**src/rtl/audio_pkg.sv**
```systemverilog
// Shared types and default sizes for the audio RAM scheduler.
package audio_pkg;

  typedef enum logic {
    IDLE   = 1'b0,
    ACTIVE = 1'b1
  } chan_state_t;

  typedef enum logic [1:0] {
    GNT_NONE = 2'd0,
    GNT_REC  = 2'd1,
    GNT_PLAY = 2'd2
  } gnt_sel_t;

  localparam int DEF_CLIP_WORDS = 65536;
  localparam int DEF_DATA_W     = 8;

endpackage

```
**src/rtl/audio_mem_sched_arbiter.sv**
```systemverilog
// mem_rr_arbiter: 2-way round-robin between record and play with a last-grant pointer.
module mem_rr_arbiter
  import audio_pkg::*;
(
  input  logic clock,
  input  logic reset,
  input  logic req_rec,
  input  logic req_play,
  output logic gnt_rec,
  output logic gnt_play
);

  gnt_sel_t last_gnt;

  // On a tie the channel that did not win last time gets the port.
  always_comb begin
    gnt_rec  = req_rec  & (~req_play | (last_gnt != GNT_REC));
    gnt_play = req_play & (~req_rec  | (last_gnt == GNT_REC));
  end

  always_ff @(posedge clock) begin
    if (reset)         last_gnt <= GNT_PLAY;
    else if (gnt_rec)  last_gnt <= GNT_REC;
    else if (gnt_play) last_gnt <= GNT_PLAY;
  end

endmodule

```
**src/rtl/audio_mem_sched.sv**
```systemverilog
// Record/playback scheduler for the single-port sample RAM.
// Define AUDIO_MEM_SCHED_LOOP_EN to make playback wrap within its clip forever.
module audio_mem_sched
  import audio_pkg::*;
#(
  parameter int CLIP_WORDS = DEF_CLIP_WORDS,
  parameter int ADDR_W     = 17,
  parameter int DATA_W     = DEF_DATA_W
) (
  input  logic              clock,
  input  logic              reset,
  input  logic              rec_start,
  input  logic              rec_clip,
  input  logic              play_start,
  input  logic              play_clip,
  input  logic              wr_valid,
  input  logic [DATA_W-1:0] wr_data,
  output logic              wr_ready,
  input  logic              rd_req,
  output logic              rd_ack,
  output logic              rd_valid,
  output logic [DATA_W-1:0] rd_data,
  output logic [ADDR_W-1:0] mem_addr,
  output logic              mem_we,
  output logic [DATA_W-1:0] mem_wdata,
  input  logic [DATA_W-1:0] mem_rdata,
  output logic              rec_busy,
  output logic              play_busy,
  output logic              rec_done,
  output logic              play_done,
  output logic              start_err
);

  localparam int OFF_W = $clog2(CLIP_WORDS);

  chan_state_t      rec_state, play_state;
  logic             rec_clip_q, play_clip_q;
  logic [OFF_W-1:0] rec_off, play_off;
  logic [ADDR_W-1:0] addr_q;
  logic             same_starts, rec_ok, play_ok, start_bad;
  logic             req_rec, req_play, gnt_rec, gnt_play;

  // A start is refused if its channel is busy or the other channel owns that clip.
  always_comb begin
    same_starts = rec_start & play_start & (rec_clip == play_clip);
    rec_ok  = rec_start & (rec_state == IDLE) & ~same_starts &
              ~((play_state == ACTIVE) & (play_clip_q == rec_clip));
    play_ok = play_start & (play_state == IDLE) & ~same_starts &
              ~((rec_state == ACTIVE) & (rec_clip_q == play_clip));
    start_bad = (rec_start & ~rec_ok) | (play_start & ~play_ok);
  end

  // Requests are masked during reset so the reset cycle never touches the RAM.
  assign req_rec  = ~reset & (rec_state == ACTIVE) & wr_valid;
  assign req_play = ~reset & (play_state == ACTIVE) & rd_req;

  mem_rr_arbiter u_arb (
    .clock    (clock),
    .reset    (reset),
    .req_rec  (req_rec),
    .req_play (req_play),
    .gnt_rec  (gnt_rec),
    .gnt_play (gnt_play)
  );

  always_comb begin
    wr_ready  = gnt_rec;
    rd_ack    = gnt_play;
    mem_we    = gnt_rec;
    mem_wdata = gnt_rec ? wr_data : '0;
    if (gnt_rec)       mem_addr = {rec_clip_q, rec_off};
    else if (gnt_play) mem_addr = {play_clip_q, play_off};
    else               mem_addr = addr_q;
  end

  assign rd_data   = mem_rdata;
  assign rec_busy  = (rec_state == ACTIVE);
  assign play_busy = (play_state == ACTIVE);

  always_ff @(posedge clock) begin
    if (reset) begin
      rec_state  <= IDLE;
      rec_clip_q <= 1'b0;
      rec_off    <= '0;
      rec_done   <= 1'b0;
    end else begin
      rec_done <= 1'b0;
      case (rec_state)
        IDLE: if (rec_ok) begin
          rec_state  <= ACTIVE;
          rec_clip_q <= rec_clip;
          rec_off    <= '0;
        end
        ACTIVE: if (gnt_rec) begin
          rec_off <= rec_off + 1'b1;
          if (rec_off == '1) begin
            rec_state <= IDLE;
            rec_done  <= 1'b1;
          end
        end
        default: rec_state <= IDLE;
      endcase
    end
  end

  always_ff @(posedge clock) begin
    if (reset) begin
      play_state  <= IDLE;
      play_clip_q <= 1'b0;
      play_off    <= '0;
      play_done   <= 1'b0;
    end else begin
      play_done <= 1'b0;
      case (play_state)
        IDLE: if (play_ok) begin
          play_state  <= ACTIVE;
          play_clip_q <= play_clip;
          play_off    <= '0;
        end
        ACTIVE: if (gnt_play) begin
          play_off <= play_off + 1'b1;
          if (play_off == '1) begin
`ifdef AUDIO_MEM_SCHED_LOOP_EN
            play_done <= 1'b1;
`else
            play_state <= IDLE;
            play_done  <= 1'b1;
`endif
          end
        end
        default: play_state <= IDLE;
      endcase
    end
  end

  always_ff @(posedge clock) begin
    if (reset) begin
      addr_q    <= '0;
      rd_valid  <= 1'b0;
      start_err <= 1'b0;
    end else begin
      if (gnt_rec | gnt_play) addr_q <= mem_addr;
      rd_valid  <= gnt_play;
      start_err <= start_bad;
    end
  end

endmodule

```
**config.mk**
```make
export PLATFORM = sky130hd
export DESIGN_NAME = audio_mem_sched
export DESIGN_NICKNAME = d
export VERILOG_FILES = /design/src/rtl/audio_pkg.sv /design/src/rtl/audio_mem_sched_arbiter.sv /design/src/rtl/audio_mem_sched.sv
export SDC_FILE = /design/constraint.sdc
export NUM_CORES = 1
export LEC_CHECK = 0
export CELL_PAD_IN_SITES_DETAIL_PLACEMENT = 1
export CELL_PAD_IN_SITES_GLOBAL_PLACEMENT = 2
export CORE_MARGIN = 2
export CORE_UTILIZATION = 27
export CTS_BUF_LIST = sky130_fd_sc_hd__clkbuf_16
export CTS_CLUSTER_DIAMETER = 30
export CTS_CLUSTER_SIZE = 8
export DETAILED_ROUTE_END_ITERATION = 12
export HOLD_SLACK_MARGIN = 0.03
export MAX_ROUTING_LAYER = met4
export PLACE_DENSITY = 0.85
export SYNTH_ARGS = -nofsm -noshare
export SYNTH_HDL_FRONTEND = slang
export SYNTH_SLANG_ARGS = --single-unit
export TNS_END_PERCENT = 100
```
**constraint.sdc**
```tcl
create_clock -name clock -period 1.63 [get_ports clock]
set_input_delay 0.2445 -clock clock [delete_from_list [all_inputs] [get_ports clock]]
set_output_delay 0.2445 -clock clock [all_outputs]
set_load 0.05 [all_outputs]
```
* Word-level counts from Yosys, hierarchy flattened
Index checks and enable logic that the tools add are counted.
** Storage, ports and cells
- Logic and storage cells :: 87
- Input port bits :: 24
- Flip-flop bits (word level) :: 59
- Output and inout bits :: 42
** Cells by class
- Equal/unequal tests :: 11
- Reduce and logical (&&, ||, !) cells :: 7
- Add/sub/neg operators :: 2
- Bitwise operators :: 34
- Mux-type cells :: 21
** Operators with widths (count)
- two-way mux 16 bit :: 4
- one-hot mux 16 bit (2 select lines) :: 2
- two-way mux 17 bit :: 2
- adder 16 x 1 -> 16 bit, second input constant :: 2
- equality test 16 bit, second input constant :: 2
- AND 1 bit :: 18
- NOT 1 bit :: 12
- two-way mux 1 bit :: 8
- two-way mux 8 bit :: 1
- AND reduction 2 bit :: 4
- inequality test 2 x 1 -> 1 bit, second input constant :: 3
- OR reduction 3 bit :: 2
- two-way mux 2 bit :: 2
- inequality test 2 bit, second input constant :: 2
- OR 1 bit :: 4
- one-hot mux 1 bit (2 select lines) :: 2
- equality test 1 bit :: 3
- equality test 2 x 1 -> 1 bit, second input constant :: 1
- nonzero test 2 bit :: 1

* Logic depth before layout (Yosys ltp)
Gate-level depths: netlist of the first run.
- Word-level depth :: 8
- Mapped depth :: 8
- Depth with buffers taken out :: 5

* By module
From an unflattened synthesis of the first run, not the netlist that was laid out.
** Unflattened totals
- Cells, all modules :: 384
- Area total of the unflattened synthesis :: 3201.8 um^2
** Modules (own cells, without submodules)
- audio_mem_sched :: area each 3095.5 um^2, seq. area each 1141.1 um^2, instances 1, cells each 373
- mem_rr_arbiter :: area each 106.4 um^2, seq. area each 40.0 um^2, instances 1, cells each 11

* Least setup slack after synthesis of the first run
Ideal clock, no wire load.
- Kind :: register to output
- From :: reg play_state, in the netlist play_busy
- To :: out mem_addr[10]
- Data required time :: 1385 ps
- Path buffers :: 3
- Setup slack :: -1164 ps
- Stages on the path, launching flop included :: 8
- Arrival :: 2549 ps
- Path through :: dfxtp_1 -> and4b_1 -> buf_6 -> or2_2 -> clkbuf_1 -> inv_2 -> buf_2 -> a21oi_1
** Between the ends
- Cells in the longest elaborated chain, start to end :: 6
- Elaborated cells between the ends (all ways) :: 8
- Those cells by class :: mux: 2; bitwise: 6
** RTL lines
- from (decl) :: RTL line audio_mem_sched.sv:36 : chan_state_t rec_state, play_state;
- from (signal assigned) :: RTL line audio_mem_sched.sv:108 : play_state <= IDLE;
- from (signal assigned) :: RTL line audio_mem_sched.sv:116 : play_state <= ACTIVE;
- from (signal assigned) :: RTL line audio_mem_sched.sv:126 : play_state <= IDLE;
- AND 1 bit (2 in series) :: RTL line audio_mem_sched.sv:55 : assign req_play = ~reset & (play_state == ACTIVE) & rd_req;
- NOT 1 bit :: RTL line audio_mem_sched_arbiter.sv:17 : gnt_rec = req_rec & (~req_play | (last_gnt != GNT_REC));
- OR 1 bit :: RTL line audio_mem_sched_arbiter.sv:17
- AND 1 bit :: RTL line audio_mem_sched_arbiter.sv:17
- net mem_we :: RTL line audio_mem_sched.sv:24 : output logic mem_we,
- two-way mux 17 bit :: RTL line audio_mem_sched.sv:71 : if (gnt_rec) mem_addr = {rec_clip_q, rec_off};
- to (decl) :: RTL line audio_mem_sched.sv:23 : output logic [ADDR_W-1:0] mem_addr,
The timed path passes the listed nets, and every way through them passes these cells.

* Final worst setup path of the first run
- From :: reg u_arb.last_gnt[1]
- To :: out mem_addr[13]
** Between the ends
- Cells in the longest elaborated chain, start to end :: 5
- Elaborated cells between the ends (all ways) :: 8
- Those cells by class :: eq/ne: 2; mux: 2; bitwise: 4
** RTL lines
- from (decl) :: RTL line audio_mem_sched_arbiter.sv:13 : gnt_sel_t last_gnt;
- from (signal assigned) :: RTL line audio_mem_sched_arbiter.sv:22 : if (reset) last_gnt <= GNT_PLAY;
- from (signal assigned) :: RTL line audio_mem_sched_arbiter.sv:23 : else if (gnt_rec) last_gnt <= GNT_REC;
- from (signal assigned) :: RTL line audio_mem_sched_arbiter.sv:24 : else if (gnt_play) last_gnt <= GNT_PLAY;
- equality test 2 x 1 -> 1 bit :: RTL line audio_mem_sched_arbiter.sv:18 : gnt_play = req_play & (~req_rec | (last_gnt == GNT_REC));
- OR 1 bit :: RTL line audio_mem_sched_arbiter.sv:18
- AND 1 bit :: RTL line audio_mem_sched_arbiter.sv:18
- two-way mux 17 bit :: RTL line audio_mem_sched.sv:72 : else if (gnt_play) mem_addr = {play_clip_q, play_off};
- two-way mux 17 bit (*) :: RTL line audio_mem_sched.sv:71
Mark *: on every way between the ends. The rest lies on a longest branch, timed or not.

==> results.json, run 1 <==
{
  "start_kind": "flip-flop",
  "slew-limit-headroom_pct": 66.0,
  "core_area_um2": 11900,
  "max_freq_mhz": 462,
  "outcome": "finished with violations",
  "worst-setup-path-type": "reg -> out",
  "critical_path_required_ps": 1390,
  "finalSetupViolations": 58,
  "worst_setup_hold_path_clk_slew_ps": 60,
  "drt_wl_total_um": 15800,
  "pre_cts_ws_ps": -603,
  "fin_total_pwr_mw": 4.28,
  "globalRouteMet1Util_pct": 25.9,
  "layout_setup_ws_ps": -535,
  "clock_tree.root_cell": "sky130_fd_sc_hd__clkbuf_16",
  "drt-wirelength-per-cell_um": 22.6,
  "synth_cell_type_count": 56,
  "dr_iter_0_viols": 203,
  "area_growth_pct": 86.8,
  "setup.worst_path.end_class": "output port",
  "multi_input_comb_area_um2": 2550,
  "grt_pass1_vias": 4087,
  "ant_nets_after_route": 0,
  "finalCritPeriodShare_pct": 133,
  "synth_edf_count": 0,
  "initial_utilization_pct": 27.5,
  "synth.cell_area_um2": 3280,
  "postSynthAreaPerCell_um2": 8.08,
  "placement_rows": 40,
  "final_layout_size_suffix_gt1_share_pct": 49.7,
  "synth_seq_area_share_pct": 36.0,
  "min_path_type": "in -> out",
  "grt_use_met3_pct": 3.97,
  "synthesis.yosys.warnings": 0,
  "drcViolationCount": 0,
  "cts.htree.levels": 3,
  "gp_routability_congestion": 0.798,
  "critical_path_arrival_ps": 1920,
  "layout_nets": 577,
  "path_max_fanout": 8,
  "finalMaxSlewViolations": 0,
  "num_vias": 3953,
  "cts.sink_count": 59,
  "fin_skew_ps": 7.63,
  "cap_violations": 0,
  "tritoncts.num_buffers": 9,
  "die_w_um": 114,
  "grt_antenna_before_repair": 0,
  "async_reset_ff_share_pct": 0,
  "grt_pass1_wl_um": 22500,
  "place.port_buffers": 49,
  "synthesis.instances": 406,
  "clk_latency_ps": 330,
  "grt_start_max_net_pins": 35,
  "clock_tree.buffer_depth": 2,
  "timing_worst_slew_pin_value_ps": 507,
  "use_met2_pct": 40.6,
  "final-hold-violation-count": 0,
  "grt_util_all_layers_pct": 22.8,
  "post_drt_via_cell_ratio": 5.63,
  "hpwl_um": 8670,
  "cts_tree": "built",
  "failed_checks": "setup timing",
  "nFillCells": 1296,
  "synth-main-ff-cell": "sky130_fd_sc_hd__dfxtp_1",
  "timing.final.crit_period_ps": 2160,
  "slowest_stage": "sky130_fd_sc_hd__dfxtp_2",
  "ir_drop_mv": 0.547,
  "worst_path_most_repeated_cell": "sky130_fd_sc_hd__buf_12",
  "first_pass_iters": 4,
  "antenna-diode-count": 0,
  "leftover_overflow_at_the_end_of_global_routing": 0,
  "grt_setup_unrepaired": "yes",
  "die_height_um": 114,
  "p_leak_nw": 2.25,
  "register_area_um2": 1190,
  "ios": 66,
  "power.density_nw_per_um2": 698,
  "syn-num-nets": 432,
  "fp.dieArea_um2": 13000,
  "synth_seq_cells": 59,
  "grt-busiest-layer": "met2",
  "ctsHoldBuffers": 0,
  "slowest_delay_ps": 340,
  "crit_path_cell_chain": "and2b_4 > o21ai_4 > buf_12 > buf_16 > a211oi_4 > a21oi_4 > buf_12"
}
==> final timing paths <==
| path | slack [ps] | end | depth (start not counted) | start |
|---|---|---|---|---|
| worst max-delay path | -530 | mem_addr[13] | 7 | u_arb.last_gnt[1] |
| worst min-delay path | 490 | rd_data[1] | 0 | mem_rdata[1] |
| worst max register to register | -280 | rec_off[12] | 6 | u_arb.last_gnt[1] |
| worst min register to register | 510 | play_off[13] | 2 | play_off[13] |
==> where the power goes <==
part / internal [mW] / leakage (nW) / total, mW / switching, mW
clock: 1.09 / 0.143 / 1.80 / 0.709
combinational: 0.423 / 1.63 / 0.970 / 0.547
sequential: 1.47 / 0.478 / 1.51 / 0.0344
==> Yosys cell counts, types with 4 or more instances <==
master	number	area, um^2
sky130_fd_sc_hd__nor4_1	6	37.5
sky130_fd_sc_hd__buf_2	5	25.0
sky130_fd_sc_hd__o21ai_0	29	145
sky130_fd_sc_hd__nand2_1	13	48.8
sky130_fd_sc_hd__clkbuf_1	18	67.6
sky130_fd_sc_hd__a21oi_1	28	140
sky130_fd_sc_hd__a211oi_1	26	195
sky130_fd_sc_hd__nand4_1	7	43.8
sky130_fd_sc_hd__o211a_1	9	90.1
sky130_fd_sc_hd__xnor2_1	11	96.3
sky130_fd_sc_hd__inv_1	37	139
sky130_fd_sc_hd__o32ai_1	17	149
sky130_fd_sc_hd__dfxtp_1	59	1180
sky130_fd_sc_hd__nor2_1	34	128
sky130_fd_sc_hd__or3_1	6	37.5
sky130_fd_sc_hd__nand2b_1	4	25.0
sky130_fd_sc_hd__nand3_1	22	110
sky130_fd_sc_hd__buf_4	9	67.6
sky130_fd_sc_hd__and4_1	4	35.0
sky130_fd_sc_hd__and2_1	10	62.6
==> flip-flops by register name, indices dropped and copies added (netlist names), 2 cells and up <==
signal	cells
u_arb.last_gnt	2
play_off	16
rec_off	16
addr_q	17
==> per-layer routing <==
metal  part of all wire [%]  wire (um)
met3                    3.6        574
met5                      0          0
met4                    2.1        325
met1                     39       6260
met2                     55       8690
==> cell families after synthesis <==
logic type	after synthesis	share of synthesized area, %
xor+xnor	11	2.94
flops	59	36.0
mux	2	0.610
buf+inv	73	9.80
fa+ha+maj	2	0.763
compound gates	136	29.1
simple gates	123	20.8
==> metrics by stage <==
step	area (um^2)	hold WS [ps]	util (%)	cells	TNS [ps]
6_report	6130	489	51.4	702	-16530
5_1_grt	6130	489	51.4	702	-19630
4_1_cts	5670	488	47.6	682	-12010
3_5_place_dp	4880	470	40.9	654	-37700
3_3_place_gp	4880	461	40.9	654	-36000
2_1_floorplan	3620	383	-	406	-7610
==> cell type report <==
type	instances	area share [%]
clock buffer	10	4.08
tap	147	3.00
sequential	59	19.4
timing repair inverter	2	0.286
inverter	39	2.68
timing repair buffer	166	28.6
multi-input combinational	274	41.6
clock inverter	5	0.347
==> what timing repair did <==
item | 4_1_cts | 5_1_grt
setup endpoints to repair | 62 | 73
buffers inserted | 11 | 22
gates cloned | 4 | 0
pin swaps | 37 | 34
gates resized for setup | 86 | 67
==> critical path: cells and delay by family (launching register included) <==
kind / cells / cell delay [ps]
flip-flops: 1 / 340
AND/OR/NAND/NOR: 1 / 320
buffers and inverters: 3 / 440
AO/OA/AOI/OAI: 3 / 480
==> cells in the final DEF (no fill, tap or decap), drive strengths merged, types with 3 or more instances in the layout <==
master and count:
nand3b 3, clkdlybuf4s50 12, clkinv 4, a21oi 28, nand2b 4, or3 6, nor4 7, nor2 34
a41o 3, o211a 9, o2111ai 3, buf 151, a2111oi 5, inv 42, o21ai 30, a21o 3
nand2 13, o211ai 3, and4 4, xnor2 11, o32ai 17, nand4 7, dfxtp 59, clkbuf 10
and2 10, nand3 22, a211oi 26, dlygate4sd2 3
No activity file was read; power rests on OpenSTA's default activity.
==> run 2, diff against run 1 <==
--- a/config.mk
+++ b/config.mk
@@ -5,6 +5,7 @@
 export SDC_FILE = /design/constraint.sdc
 export NUM_CORES = 1
 export LEC_CHECK = 0
+export ABC_CLOCK_PERIOD_IN_PS = 1630
 export CELL_PAD_IN_SITES_DETAIL_PLACEMENT = 1
 export CELL_PAD_IN_SITES_GLOBAL_PLACEMENT = 2
 export CORE_MARGIN = 2
==> results of run 2 <==
No change in the layout: final DEF, timing and power equal those of run 1.
==> run 3, diff against run 2 <==
--- a/config.mk
+++ b/config.mk
@@ -19,5 +19,6 @@
 export PLACE_DENSITY = 0.85
 export SYNTH_ARGS = -nofsm -noshare
 export SYNTH_HDL_FRONTEND = slang
+export SYNTH_HIERARCHICAL = 1
 export SYNTH_SLANG_ARGS = --single-unit
 export TNS_END_PERCENT = 100
==> run 3 against run 2 <==
Net effect:
- the flow finishes with violations (DRC, setup timing)
- clock power rose by 14%
- clock-buffer cell count fell by 1
- register-to-register slack got worse by 320 ps
- setup slack got worse by 190 ps
- critical path type unchanged
- critical endpoint is now mem_addr[2]
- highest routed layer unchanged
==> results.json, run 3 <==
{
  "clock_tree.root_cell": "sky130_fd_sc_hd__clkbuf_16",
  "setup.worst_path.end_class": "output port",
  "leftover_overflow_at_the_end_of_global_routing": 0,
  "grt_setup_unrepaired": "yes",
  "finalCritPeriodShare_pct": 144,
  "synth.top_cells.by_area": "sky130_fd_sc_hd__dfxtp_1, sky130_fd_sc_hd__mux2i_1, sky130_fd_sc_hd__nand2_1",
  "first_pass_iters": 9,
  "sum_of_met3_wire_segment_lengths_after_detailed_routing_um": 732,
  "layout_nets": 545,
  "fin_skew_ps": 15.0,
  "tritoncts.num_buffers": 9,
  "start_kind": "flip-flop",
  "cap_violations": 0,
  "synth_most_common_cell": "sky130_fd_sc_hd__dfxtp_1",
  "area_growth_pct": 90.3,
  "drt_wl_total_um": 14600,
  "drcViolationCount": 9,
  "synthSimpleGateAreaFrac_pct": 28.0,
  "clk_latency_ps": 350,
  "synth_seq_cells": 59,
  "ios": 66,
  "synth.cell_area_um2": 3200,
  "die_w_um": 113,
  "combinational_family_with_the_most_area_after_synthesis": "simple AND/OR/NAND/NOR gates",
  "hpwl_um": 8610,
  "yosys.area_share.adder_pct": 0.782,
  "critical_path.startpoint": "play_busy",
  "layout_top_registers": "addr_q: 17 flops, play_off: 16 flops, rec_off: 16 flops",
  "max_freq_mhz": 425,
  "layout.cells.most_common_list": "sky130_fd_sc_hd__buf_4, sky130_fd_sc_hd__dfxtp_1, sky130_fd_sc_hd__nand2_1, sky130_fd_sc_hd__buf_12, sky130_fd_sc_hd__buf_6",
  "maxUsedRoutingLayer": "met4",
  "post_synth_xor_area_fraction_pct": 0.821,
  "post_drt_via_cell_ratio": 5.51,
  "worst_setup_hold_path_clk_slew_ps": 60,
  "synthesis.yosys.warnings": 6,
  "synth.top_cells.by_count": "sky130_fd_sc_hd__dfxtp_1, sky130_fd_sc_hd__nand2_1, sky130_fd_sc_hd__o21ai_0",
  "power.density_nw_per_um2": 699,
  "outcome": "finished with violations",
  "min_from": "mem_rdata[0]",
  "place.port_buffers": 49,
  "layout_setup_ws_ps": -723,
  "post_synthesis_compound_gate_area_fraction_pct": 21.2,
  "drt-wirelength-per-cell_um": 21.8,
  "critical_path_arrival_ps": 2110,
  "hold_slack_ps": 489,
  "synth_cell_type_count": 58,
  "muxShareOfSynthArea_pct": 5.67,
  "netlist.area_leader.share_pct": 36.9,
  "synth-main-ff-cell": "sky130_fd_sc_hd__dfxtp_1",
  "finalMaxSlewViolations": 0,
  "critical_path_required_ps": 1390,
  "placement_rows": 39,
  "path_max_fanout": 5,
  "grt_antenna_before_repair": 0,
  "postSynthAreaPerCell_um2": 8.34,
  "placed_cells_incl_taps": 615,
  "finalSetupViolations": 79,
  "p_leak_nw": 2.53,
  "cts_tree": "built",
  "gp_routability_congestion": 0.841,
  "grt_util_all_layers_pct": 21.9,
  "failed_checks": "DRC, setup timing",
  "clock_tree.buffer_depth": 2,
  "antenna-diode-count": 0,
  "final-hold-violation-count": 0,
  "synth_seq_area_share_pct": 36.9,
  "slew-limit-headroom_pct": 71.5,
  "core_area_um2": 11500,
  "worst-setup-path-type": "reg -> out",
  "ant_nets_after_route": 0,
  "syn-num-nets": 410,
  "cts.sink_count": 59,
  "final_layout_size_suffix_gt1_share_pct": 52.3,
  "async_reset_ff_share_pct": 0,
  "num_vias": 3674,
  "met2RoutedLength_um": 7490,
  "reg_with_most_ffs": "addr_q",
  "synthesis.instances": 384,
  "synth_top_cell_by_area": "sky130_fd_sc_hd__dfxtp_1",
  "layout.cells.non_filler": 667,
  "initial_utilization_pct": 27.8,
  "largest_reg_flops": 17,
  "die_height_um": 113,
  "grt_pass1_vias": 3798,
  "cts.htree.levels": 3,
  "wl_met1_um": 5770,
  "layout.core_utilization_pct": 52.9,
  "dr_iter_0_viols": 140,
  "nFillCells": 1225,
  "grt_start_max_net_pins": 17,
  "grt_pass1_wl_um": 20900,
  "timing_worst_slew_pin_value_ps": 428,
  "ir_drop_mv": 0.639,
  "min_path_type": "in -> out",
  "fp.dieArea_um2": 12700,
  "reg2reg_from": "play_busy",
  "timing.final.crit_period_ps": 2350,
  "layout_commonest_cell": "sky130_fd_sc_hd__buf_4",
  "synth_edf_count": 0
}
## run 3: cell count changes after synthesis, sizes merged, moves of 16 or more
cell    previous run  this run
inv               38         6
o32ai             17         1
nand2             13        43
a21oi             28        10
a211oi            26         2
nor2              34        10
## run 3: layout make-up
cell class / count / area (um^2) / share of cell area, %
clock buffer: 9 / 225 / 3.70
clock inverter: 7 / 92.6 / 1.52
inverter: 7 / 28.8 / 0.472
multi-input combinational: 281 / 2580 / 42.3
sequential: 59 / 1190 / 19.5
tap: 143 / 179 / 2.94
timing repair buffer: 161 / 1800 / 29.5
## run 3: final timing paths
kind / end / slack, ps / depth (start not counted)
max: mem_addr[2] / -720 / 9
min: rd_data[0] / 490 / 0
max reg2reg: play_off[12] / -600 / 10
min reg2reg: rec_clip_q / 530 / 2
## run 3: power by group
part           internal [mW]  switching (mW)  leakage (nW)  total [mW]
Clock                   1.33           0.731         0.147        2.06
Combinational          0.322           0.399          1.90       0.721
Sequential              1.46          0.0135         0.479        1.48
## run 3: repair_timing
item / CTS / global route
setup endpoints to repair: 81 / 83
buffers inserted: 17 / 20
pin swaps: 27 / 24
hold buffers: 0 / 0
gates cloned: 3 / 0
resized for setup: 86 / 59
## run 3: per-stage QoR
step                power (mW)  setup WS, ps  cell area [um^2]  setup TNS (ps)
floorplan                 1.87         -1040              3600          -64300
global placement          2.04          -718              4820          -46810
detailed placement        2.05          -828              4820          -51850
CTS                       4.21          -629              5720          -23990
global route              4.40          -769              6090          -38540
finish                    4.26          -723              6090          -33970
## run 3: worst max-delay path, cell delays in order (launching register included)
cell and delay, ps:
sky130_fd_sc_hd__dfxtp_4 350, sky130_fd_sc_hd__nor2b_4 140, sky130_fd_sc_hd__and2_4 170, sky130_fd_sc_hd__inv_4 50, sky130_fd_sc_hd__a21oi_4 220, sky130_fd_sc_hd__buf_6 180
sky130_fd_sc_hd__buf_4 130, sky130_fd_sc_hd__mux2i_4 270, sky130_fd_sc_hd__o21ai_4 100, sky130_fd_sc_hd__buf_12 150
## run 3: routing by layer
| layer | up-vias | track usage [%] |
|---|---|---|
| li1 | 1693 | - |
| met1 | 1826 | 25.3 |
| met2 | 119 | 37.3 |
| met3 | 36 | 4.34 |
| met4 | 0 | 9.35 |
| met5 | - | - |
## run 3: kinds of logic (layout without fill, tap and decap cells)
kind of cell,count (synthesis),count (layout)
mux,18,18
xor+xnor,3,3
fa+ha+maj,2,2
simple gates,161,161
buf+inv,44,184
flops,59,59
compound gates,97,97
